**config.mk**
```make
export PLATFORM = sky130hd
export DESIGN_NAME = qea_state_readout_flat
export DESIGN_NICKNAME = d
export VERILOG_FILES = /design/src/rtl/qea_pkg.sv /design/src/rtl/qea_state_readout_if.sv /design/src/rtl/qea_row_serializer.sv /design/src/rtl/qea_state_readout.sv /design/src/flat_wrapper.sv
export SDC_FILE = /design/constraint.sdc
export NUM_CORES = 1
export LEC_CHECK = 0
export CORE_UTILIZATION = 45
export CTS_CLUSTER_DIAMETER = 30
export DETAILED_ROUTE_END_ITERATION = 8
export HOLD_SLACK_MARGIN = 0.06
export PLACE_DENSITY = 0.86
export SETUP_SLACK_MARGIN = 0.02
export SYNTH_ARGS = -nofsm -noshare
export SYNTH_HDL_FRONTEND = slang
export SYNTH_SLANG_ARGS = --single-unit
```
**constraint.sdc**
```tcl
create_clock -name clk -period 4.4 [get_ports clk]
set_clock_uncertainty 0.2 [all_clocks]
set_input_delay 0.88 -clock clk [delete_from_list [all_inputs] [get_ports clk]]
set_output_delay 0.88 -clock clk [all_outputs]
set_load 0.02 [all_outputs]
```
**src/rtl/qea_pkg.sv**
```systemverilog
// Shared definitions for the QEA state readout block: geometry, amplitude
// field layout, readout FSM encoding and the qubit-count helpers.
package qea_pkg;

    localparam int PE_NUM_WIDTH           = 2;
    localparam int PE_NUM                 = 1 << PE_NUM_WIDTH;
    localparam int DATA_WIDTH             = 32;
    localparam int STATE_DATA_WIDTH       = DATA_WIDTH * 2;
    localparam int STATE_ADDR_WIDTH       = 16;
    localparam int MAX_QBIT_WIDTH         = 6;
    localparam int DEFAULT_RAM_RD_LATENCY = 1;

    localparam int ROW_WIDTH       = PE_NUM * STATE_DATA_WIDTH;
    localparam int AMP_INDEX_WIDTH = STATE_ADDR_WIDTH + PE_NUM_WIDTH;

    // Complex amplitude layout {real, imag}, each Q2.30.
    localparam int REAL_MSB     = 63;
    localparam int REAL_LSB     = 32;
    localparam int IMAG_MSB     = 31;
    localparam int NUM_FRAC_BIT = 30;

    typedef enum logic [2:0] {
        ST_IDLE = 3'd0,
        ST_RD   = 3'd1,
        ST_WAIT = 3'd2,
        ST_SEND = 3'd3,
        ST_DONE = 3'd4
    } state_t;

    // A qubit count is usable when it fills at least one row and the row
    // count still fits the state RAM address range.
    function automatic logic q_in_range(input logic [MAX_QBIT_WIDTH-1:0] q);
        return (q >= MAX_QBIT_WIDTH'(PE_NUM_WIDTH)) &&
               ((q - MAX_QBIT_WIDTH'(PE_NUM_WIDTH)) <= MAX_QBIT_WIDTH'(STATE_ADDR_WIDTH));
    endfunction

    // Index of the final row, ROWS-1 = 2^(q-PE_NUM_WIDTH) - 1. A shift of
    // STATE_ADDR_WIDTH pushes every one out, giving an all-ones result.
    function automatic logic [STATE_ADDR_WIDTH-1:0] last_row_of(input logic [MAX_QBIT_WIDTH-1:0] q);
        logic [MAX_QBIT_WIDTH-1:0] shift;
        shift = q - MAX_QBIT_WIDTH'(PE_NUM_WIDTH);
        return ~({STATE_ADDR_WIDTH{1'b1}} << shift);
    endfunction

endpackage

```
**src/rtl/qea_state_readout_if.sv**
```systemverilog
// Amplitude stream interface. valid/ready: a beat transfers on a rising
// clock edge where valid and ready are both high; once valid is raised the
// master holds valid, data, index and last unchanged until that transfer.
interface qea_state_readout_if;
    import qea_pkg::*;

    logic                          amp_valid;
    logic                          amp_ready;
    logic [STATE_DATA_WIDTH-1:0]   amp_data;
    logic [AMP_INDEX_WIDTH-1:0]    amp_index;
    logic                          amp_last;

    modport master (
        output amp_valid, amp_data, amp_index, amp_last,
        input  amp_ready
    );

    modport slave (
        input  amp_valid, amp_data, amp_index, amp_last,
        output amp_ready
    );

endinterface

```
**src/rtl/qea_row_serializer.sv**
```systemverilog
// Holds one captured state RAM row and presents its amplitudes one at a
// time, most significant slice first, advancing only on a handshake.
module qea_row_serializer
    import qea_pkg::*;
(
    input  logic                        clk,
    input  logic                        rst,
    input  logic                        load,
    input  logic [ROW_WIDTH-1:0]        row_data,
    input  logic                        send,
    input  logic                        ready,
    output logic [STATE_DATA_WIDTH-1:0] data,
    output logic [PE_NUM_WIDTH-1:0]     beat,
    output logic                        row_end
);

    logic [ROW_WIDTH-1:0]        row_buf;
    logic [STATE_DATA_WIDTH-1:0] slices [PE_NUM];

    for (genvar k = 0; k < PE_NUM; k++) begin : g_slice
        assign slices[k] = row_buf[k*STATE_DATA_WIDTH +: STATE_DATA_WIDTH];
    end

    // Row buffer and beat counter; both hold while a beat is stalled.
    always_ff @(posedge clk) begin
        if (rst) begin
            row_buf <= '0;
            beat    <= '0;
        end else if (load) begin
            row_buf <= row_data;
            beat    <= '0;
        end else if (send && ready) begin
            beat <= beat + PE_NUM_WIDTH'(1);
        end
    end

    // PE_NUM is a power of two, so PE_NUM-1-beat is simply ~beat.
    assign data    = slices[~beat];
    assign row_end = send && ready && (beat == PE_NUM_WIDTH'(PE_NUM - 1));

endmodule

```
**src/rtl/qea_state_readout.sv**
```systemverilog
// Sweeps the QEA state RAM after a run and streams every complex amplitude
// in basis-state order. Owns state RAM port A whenever o_busy is high.
module qea_state_readout
    import qea_pkg::*;
#(
    parameter int RAM_RD_LATENCY = DEFAULT_RAM_RD_LATENCY
) (
    input  logic                        clk,
    input  logic                        rst,
    input  logic                        i_start,
    input  logic [MAX_QBIT_WIDTH-1:0]   i_qbit_num,
    output logic                        o_state_ena,
    output logic [STATE_ADDR_WIDTH-1:0] o_state_addra,
    input  logic [ROW_WIDTH-1:0]        i_state_dout,
    qea_state_readout_if.master         amp,
    output logic                        o_busy,
    output logic                        o_done,
    output logic                        o_err,
    output state_t                      dbg_state
);

    state_t                      state, next_state;
    logic [STATE_ADDR_WIDTH-1:0] row, last_row;
    logic [1:0]                  wait_cnt;
    logic                        err_pulse;
    logic                        start_ok, start_bad;
    logic                        wait_last, capture, is_last_row;
    logic                        sending;
    logic [STATE_DATA_WIDTH-1:0] ser_data;
    logic [PE_NUM_WIDTH-1:0]     beat;
    logic                        row_end;

    // Starts are only considered in IDLE; anything else is ignored silently.
    assign start_ok    = i_start && (state == ST_IDLE) && q_in_range(i_qbit_num);
    assign start_bad   = i_start && (state == ST_IDLE) && !q_in_range(i_qbit_num);
    assign wait_last   = (wait_cnt == 2'(RAM_RD_LATENCY - 1));
    assign capture     = (state == ST_WAIT) && wait_last;
    assign is_last_row = (row == last_row);
    assign sending     = (state == ST_SEND);
    assign dbg_state   = state;

    qea_row_serializer u_serializer (
        .clk      (clk),
        .rst      (rst),
        .load     (capture),
        .row_data (i_state_dout),
        .send     (sending),
        .ready    (amp.amp_ready),
        .data     (ser_data),
        .beat     (beat),
        .row_end  (row_end)
    );

    // FSM state register.
    always_ff @(posedge clk) begin
        if (rst) state <= ST_IDLE;
        else     state <= next_state;
    end

    // FSM next-state: one read, the RAM latency wait, then the row's beats.
    always_comb begin
        next_state = state;
        case (state)
            ST_IDLE: if (start_ok) next_state = ST_RD;
            ST_RD:   next_state = ST_WAIT;
            ST_WAIT: if (wait_last) next_state = ST_SEND;
            ST_SEND: if (row_end) next_state = is_last_row ? ST_DONE : ST_RD;
            ST_DONE: next_state = ST_IDLE;
            default: next_state = ST_IDLE;
        endcase
    end

    // Row counter, latched row bound, wait counter and reject pulse.
    always_ff @(posedge clk) begin
        if (rst) begin
            row       <= '0;
            last_row  <= '0;
            wait_cnt  <= '0;
            err_pulse <= 1'b0;
        end else begin
            err_pulse <= start_bad;
            if (start_ok) begin
                row      <= '0;
                last_row <= last_row_of(i_qbit_num);
            end else if (row_end && !is_last_row) begin
                row <= row + STATE_ADDR_WIDTH'(1);
            end
            if (state == ST_WAIT && !wait_last) wait_cnt <= wait_cnt + 2'd1;
            else                                wait_cnt <= 2'd0;
        end
    end

    // FSM outputs; stream fields are forced to zero outside SEND.
    always_comb begin
        o_state_ena   = 1'b0;
        o_state_addra = '0;
        o_done        = 1'b0;
        o_err         = err_pulse;
        o_busy        = (state == ST_RD) || (state == ST_WAIT) || (state == ST_SEND);
        amp.amp_valid = 1'b0;
        amp.amp_data  = '0;
        amp.amp_index = '0;
        amp.amp_last  = 1'b0;
        case (state)
            ST_RD: begin
                o_state_ena   = 1'b1;
                o_state_addra = row;
            end
            ST_SEND: begin
                amp.amp_valid = 1'b1;
                amp.amp_data  = ser_data;
                amp.amp_index = {row, beat};
                amp.amp_last  = is_last_row && (beat == PE_NUM_WIDTH'(PE_NUM - 1));
            end
            ST_DONE: o_done = 1'b1;
            default: ;
        endcase
    end

endmodule

```
**src/flat_wrapper.sv**
```systemverilog
// flat-port wrapper written by rule: the top's interface ports become plain ports
module qea_state_readout_flat import qea_pkg::*;
#(
    parameter int RAM_RD_LATENCY = DEFAULT_RAM_RD_LATENCY
)
  (clk, rst, i_start, i_qbit_num, o_state_ena, o_state_addra, i_state_dout, o_busy, o_done, o_err, dbg_state, amp_amp_valid, amp_amp_data, amp_amp_index, amp_amp_last, amp_amp_ready);
  qea_state_readout_if amp_i ();
  input  logic clk;
  input  logic rst;
  input  logic i_start;
  input  logic [MAX_QBIT_WIDTH-1:0] i_qbit_num;
  output logic o_state_ena;
  output logic [STATE_ADDR_WIDTH-1:0] o_state_addra;
  input  logic [ROW_WIDTH-1:0] i_state_dout;
  output logic o_busy;
  output logic o_done;
  output logic o_err;
  output state_t dbg_state;
  output wire logic [$bits(amp_i.amp_valid)-1:0] amp_amp_valid;
  output wire logic [$bits(amp_i.amp_data)-1:0] amp_amp_data;
  output wire logic [$bits(amp_i.amp_index)-1:0] amp_amp_index;
  output wire logic [$bits(amp_i.amp_last)-1:0] amp_amp_last;
  input wire logic [$bits(amp_i.amp_ready)-1:0] amp_amp_ready;
  assign amp_amp_valid = amp_i.amp_valid;
  assign amp_amp_data = amp_i.amp_data;
  assign amp_amp_index = amp_i.amp_index;
  assign amp_amp_last = amp_i.amp_last;
  assign amp_i.amp_ready = amp_amp_ready;
  qea_state_readout #(.RAM_RD_LATENCY(RAM_RD_LATENCY)) u_core (.clk(clk), .rst(rst), .i_start(i_start), .i_qbit_num(i_qbit_num), .o_state_ena(o_state_ena), .o_state_addra(o_state_addra), .i_state_dout(i_state_dout), .amp(amp_i), .o_busy(o_busy), .o_done(o_done), .o_err(o_err), .dbg_state(dbg_state));
endmodule
```
# Word-level counts from Yosys, hierarchy flattened
# Cells that the tools add are included.
# totals
out_inout_bits	107
word_cells	64
memories	0
inputBits	266
ram_bits	0
romBits	0
latch_bits	0
ff_bits	296
# op_classes
bitwise_logic	4
shifts	1
reduce_logical	21
div	0
addsub	4
mux	15
mul	0
magnitude_cmp	3
eq_ne	9
# ops
operator	count
2-to-1 mux 64 bit	3
binary-select mux 64 bit (select 2 bit)	1
2-to-1 mux 18 bit	1
adder 16 x 1 -> 16 bit (second input constant)	1
equality test 16 bit	1
2-to-1 mux 16 bit	1
inverter 16 bit	1
left shift 16 x 6 -> 16 bit (first input constant)	1
2-to-1 mux 3 bit	4
case mux 3 bit (4 select lines)	1
logical AND 1 bit	10
equality test 3 x 2 -> 1 bit (second input constant)	2
>= comparator 6 x 2 -> 1 bit (second input constant)	1
less-or-equal comparator 6 x 5 -> 1 bit (second input constant)	1
!= test 2 x 1 -> 1 bit (second input constant)	3
OR reduction 2 bit	3
subtractor 6 x 2 -> 6 bit (second input constant)	1
adder 2 x 1 -> 2 bit (second input constant)	2
2-to-1 mux 1 bit	4
equality test 3 x 1 -> 1 bit (second input constant)	1
equality test 3 bit (second input constant)	1
>= comparator 3 bit (second input constant)	1
zero test 1 bit	3
zero test 3 bit	1
other kinds (7)	8

# Logic depth before layout (Yosys ltp)
# logic_depth
ltp_word	6
ltp_mapped	9
mapped_depth_nobuf	8

# Modules after synthesis
# Synthesis repeated with hierarchy kept, for this count alone.
# hier_totals
hier_cells	1275
hier_area_um2	13426.6
# modules_own_cells
module	area_per_inst_um2	instances	seq_area_each_um2	cells_per_inst
qea_row_serializer	10621.4	1	5165.0	915
qea_state_readout	2805.2	1	760.7	360

# Worst setup path before layout
# OpenSTA, ideal clock, no wires.
# synth_path
path_kind	register -> output
start	register u_core.u_serializer.beat[1]
end	output amp_amp_data[55]
required_time_ns	3.320
path_buffers	2
stages_incl_launch_ff	5
arrival_ns	1.876
slack_ns	1.444
path_cell_list	dfxtp_1 > buf_2 > buf_1 > mux4_2 > and3_1
# synth_between
elab_chain_len	6
# synth_lines
item	line	rtl
from (decl)	qea_row_serializer.sv:13	output logic [PE_NUM_WIDTH-1:0] beat,
from (signal assigned)	qea_row_serializer.sv:33	beat <= beat + PE_NUM_WIDTH'(1);
inverter 2 bit	qea_row_serializer.sv:38	assign data = slices[~beat];
inverter 2 -> 3 bit	qea_row_serializer.sv:38	
binary-select mux 64 bit (select 2 bit)	qea_row_serializer.sv:38	
2-to-1 mux 64 bit (implied by the code) (2 in series)	qea_row_serializer.sv:38	
2-to-1 mux 64 bit	qea_state_readout.sv:104	case (state)
to (decl)	flat_wrapper.sv:20	output wire logic [$bits(amp_i.amp_data)-1:0] amp_amp_data;
# No other way between the ends. The select of a mux whose other input is x is not followed.

# Worst setup path after layout
# layout_path
start	register u_core.state[0], in the netlist u_core.dbg_state[0]
end	output amp_amp_last
# layout_between
elab_chain_len	2
# layout_lines
item	line	rtl
from (decl)	qea_state_readout.sv:22	state_t state, next_state;
from (signal assigned)	qea_state_readout.sv:57	else state <= next_state;
equality test 3 x 2 -> 1 bit	qea_state_readout.sv:104	
2-to-1 mux 1 bit	qea_state_readout.sv:104	
to (decl)	flat_wrapper.sv:22	output wire logic [$bits(amp_i.amp_last)-1:0] amp_amp_last;
# No other way between the ends.

==> run summary <==
The flow ran to the end, and the final reports show no timing, DRC or antenna violations. In this run the post-CTS setup repair buffer count came out at 0. The number of buffers created by CTS was 60; the fraction of power consumed by sequential logic was 0.341.

For the synthesized instance count, the log shows 1561. The worst setup path category was reg2out. The worst relative slew slack was 0.317; the maximum root-to-sink buffer count was 3. Of all nets on the critical path, the largest fanout is 55. The share of final-layout standard cells stronger than drive strength 1 is 0.102.

The logs give 0.220 for the power share of the combinational group and 1054 for the detailed router's first-iteration violation count. TritonCTS built the clock tree. The met1 demand-to-capacity share in global routing is 0.332, and the number of H-tree branching levels is 2. The tool flagged a number of max-cap violations equal to 0. The chip width works out to 171 um. The logs give 0 for the remaining design rule violation count and 0.459 for the sequential fraction of the synthesis area. The total area inside the core boundary comes to 28000 um^2. In this run the power density over the cells is 549 nW/um^2. Traced cell by cell, the critical path runs through nand2_1, nor3_1, clkdlybuf4s50_1. The critical path's largest stage delay is 0.97 ns.

STA puts the critical path data arrival time at 2.95 ns. The run gives 0.00325 W as the switching power of the nets. The quantity of gates resized following cts is 0, and the number of unique standard cell types used by synthesis is 42. Element type at the critical path end: a primary output. The detail-routed net length per standard cell was 17.8 um; the routability congestion estimate from global placement was 0.928.

The share of flip-flops with an asynchronous set or reset after synthesis is 0. Entering global routing, the biggest net connects 162 pins. Derived from the worst setup path, the maximum achievable clock frequency is 248 MHz. Summing all multi-input logic gate instances after layout gives 6460 um^2. Compared with the post-synthesis result, the final layout area differs by 46.5%.

The time the final worst path needs with I/O delays and setup was 4.03 ns. The global-route met3 utilization is 0.0580, and the yosys synthesis warning count is 0. The run gives 0.00713 W as the internal power.

Setup repair after global routing left no endpoint under its margin. Counting every net in the synthesized netlist gives 1832. The number of global-route vias before repair is 12305. IR analysis of the VDD net gives a maximum drop of 0.406 mV. The tools report the final layout net count as 2149. Final critical-path share of the clock period: 0.915.

The detailed-router iteration count before antenna repair was 6. The largest delay contributor family on the critical path was flip-flops. The routed wire length is 41.0 mm.

The run gives 0 as the number of slew-limit violations in the final report. The top flip-flop cell by instance count after synthesis was sky130_fd_sc_hd__dfxtp_1. The clock input transition at the sequential cells of the worst setup and hold paths was 0.05 ns; the final core area utilization was 0.676. The synthesized design contains 296 register bits.

The hold buffer count at cts is 0. In this run the static leakage power is 6.96 nW. The number of rows in the core area came out at 61.

The die outline area is 29400 um^2, and the buffer and inverter count on the worst path is 1. The number of flops mapped to enable cells by yosys is 0, and the number of input and output port buffers inserted is 372. The logs give 0 for the overall overflow remaining after global route and 0.274 for the total routing usage reported by global routing. The tools report the detailed-route via count as 12683. The source-to-sink clock delay at the later pin of the worst-skew pair was 0.56 ns; the total of fill cells in the finished design was 2097. The die is 171 um tall.

The global routing's busiest layer was met2. Number of I/O pins: 373. A synthesized cell averages 8.27 um^2. The clock net in this run drives a total of 296 sinks.

For the pin with the worst max-slew slack, the measured transition is 1.02 ns. The critical path's slowest cell is sky130_fd_sc_hd__dfxtp_2. In this run the cell area of the synthesized design comes to 12900 um^2. The worst setup path is launched from a flop. The count of antenna-violating nets left after detailed routing is 0. The initial antenna violation count is 1, and the number of vias per cell is 5.49. The tools report the clock network fraction of design power as 0.439. The starting utilization of the core area was 0.461. Summing all flip-flop and latch instances after layout gives 5930 um^2. The HPWL after detailed placement is 26.5 mm. In this run the worst hold path is classified as reg2reg. The required time of the worst setup path is 3.32 ns, and the wire length of the first global-routing pass is 63.3 mm. Setup violations remaining at the end of the flow were counted as 0. In the final timing run, aggregate negative setup slack is 0 ns. The root buffer cell chosen for the clock tree is sky130_fd_sc_hd__clkbuf_16. The met2 track utilization from global routing was 0.458; the number of endpoints with negative hold slack in the final report was 0. The switching part of the total power was 0.313.
==> power by group through the flow <==
stage	clock, W	combinational [W]	sequential, W
after global placement	0	0.00219	0.00354
after global routing	0.00476	0.00252	0.00360
after CTS	0.00461	0.00227	0.00353
after floorplan	0	0.00156	0.00342
after detailed placement	0	0.00225	0.00357
final	0.00456	0.00228	0.00354
==> layer usage <==
metal  wire [um]  share of wire
met5           0              0
met3        2840          0.069
met2       20100           0.49
met1       16200           0.40
met4        1820          0.044
==> through the flow <==
| stage | hold slack, ns | cell area, um^2 | setup slack (ns) | power (W) | std cells |
|---|---|---|---|---|---|
| global route | 0.264 | 18900 | 0.187 | 0.0109 | 2308 |
| finish | 0.251 | 18900 | 0.373 | 0.0104 | 2309 |
| CTS | 0.250 | 18900 | 0.377 | 0.0104 | 2307 |
| detailed placement | 0.243 | 16800 | 0.548 | 0.00582 | 2194 |
| floorplan | 0.230 | 12900 | 1.44 | 0.00498 | 1561 |
| global placement | 0.238 | 16800 | 0.675 | 0.00573 | 2194 |
==> synthesized netlist by cell type, drive strengths merged, types with 2 or more instances <==
master   number  share of area
buf          12         0.0042
or3          11         0.0053
nand2b        2        0.00097
and2         21          0.010
clkbuf      121          0.035
nor4          6         0.0029
and3         84          0.041
xor2         19          0.013
nor4b         2         0.0014
nand3        10         0.0039
or2           2        0.00097
nor3          8         0.0035
or4           2         0.0015
o2111ai       3         0.0020
xnor2         4         0.0027
mux4         64           0.11
ha            5         0.0048
o21ai        17         0.0066
nor2         29         0.0084
nand4         5         0.0024
mux2i         2         0.0016
inv          12         0.0035
nor3b         4         0.0023
nor2b         4         0.0019
a21oi       267           0.10
a211oi        8         0.0047
dfxtp       296           0.46
nand2       531           0.15
==> final timing paths <==
kind                                                                     from                                            end  slack [ns]  cells past startpoint
worst max register to register               u_core.dbg_state[0]$_SDFFE_PP0P_  u_core.u_serializer.row_buf[141]$_SDFFE_PP0P_        0.96                      6
worst min-delay path            u_core.u_serializer.row_buf[191]$_SDFFE_PP0P_  u_core.u_serializer.row_buf[191]$_SDFFE_PP0P_        0.25                      2
worst max-delay path                         u_core.dbg_state[0]$_SDFFE_PP0P_                                   amp_amp_last        0.37                      3
worst min register to register  u_core.u_serializer.row_buf[191]$_SDFFE_PP0P_  u_core.u_serializer.row_buf[191]$_SDFFE_PP0P_        0.25                      2
==> layout make-up <==
type,instances,share of cell area
Clock buffer,74,0.0853
Antenna cell,2,0.000264
Clock inverter,39,0.0242
Tap cell,378,0.0250
Multi-Input combinational cell,1120,0.341
Sequential cell,296,0.314
Inverter,12,0.00238
Timing Repair Buffer,388,0.208
==> flip-flops by register name, indices dropped and copies added, names as in the netlist <==
| register | cells |
|---|---|
| u_core.u_serializer.row_buf | 256 |
| u_core.row | 16 |
| u_core.u_serializer.beat | 2 |
| u_core.o_err | 1 |
| u_core.wait_cnt | 2 |
| u_core.last_row | 16 |
| u_core.dbg_state | 3 |
==> placed cells by master (no fill, tap or decap), types with 4 or more instances in the layout <==
cell / n
sky130_fd_sc_hd__nand2_1: 531
sky130_fd_sc_hd__clkdlybuf4s50_1: 371
sky130_fd_sc_hd__dfxtp_1: 293
sky130_fd_sc_hd__a21oi_1: 267
sky130_fd_sc_hd__and3_1: 84
sky130_fd_sc_hd__mux4_2: 64
sky130_fd_sc_hd__clkbuf_16: 60
sky130_fd_sc_hd__nor2_1: 28
sky130_fd_sc_hd__and2_1: 21
sky130_fd_sc_hd__xor2_1: 19
sky130_fd_sc_hd__o21ai_0: 17
sky130_fd_sc_hd__inv_1: 12
sky130_fd_sc_hd__or3_1: 11
sky130_fd_sc_hd__clkinv_2: 11
sky130_fd_sc_hd__nand3_1: 10
sky130_fd_sc_hd__buf_4: 9
sky130_fd_sc_hd__a211oi_1: 8
sky130_fd_sc_hd__clkinvlp_4: 8
sky130_fd_sc_hd__inv_6: 8
sky130_fd_sc_hd__clkbuf_1: 8
sky130_fd_sc_hd__nor3_1: 7
sky130_fd_sc_hd__bufinv_16: 7
sky130_fd_sc_hd__clkbuf_8: 7
sky130_fd_sc_hd__buf_12: 7
sky130_fd_sc_hd__nor4_1: 6
sky130_fd_sc_hd__nand4_1: 5
sky130_fd_sc_hd__ha_1: 5
sky130_fd_sc_hd__nor3b_1: 4
sky130_fd_sc_hd__xnor2_1: 4
==> cell families after synthesis <==
kind of cell | count (synthesis) | share of synthesized area
xor+xnor | 23 | 0.0156
buf+inv | 145 | 0.0428
mux | 66 | 0.113
flops | 296 | 0.459
fa+ha+maj | 5 | 0.00484
compound gates | 305 | 0.124
simple gates | 721 | 0.241
==> worst min-delay path, delay by kind of cell (launching register included) <==
kind	cells	cell delay, ns
AOI/OAI and AO/OA	1	0.05
and+or+nand+nor	1	0.05
DFF	1	0.30
Power figures use the tool's default switching activity.
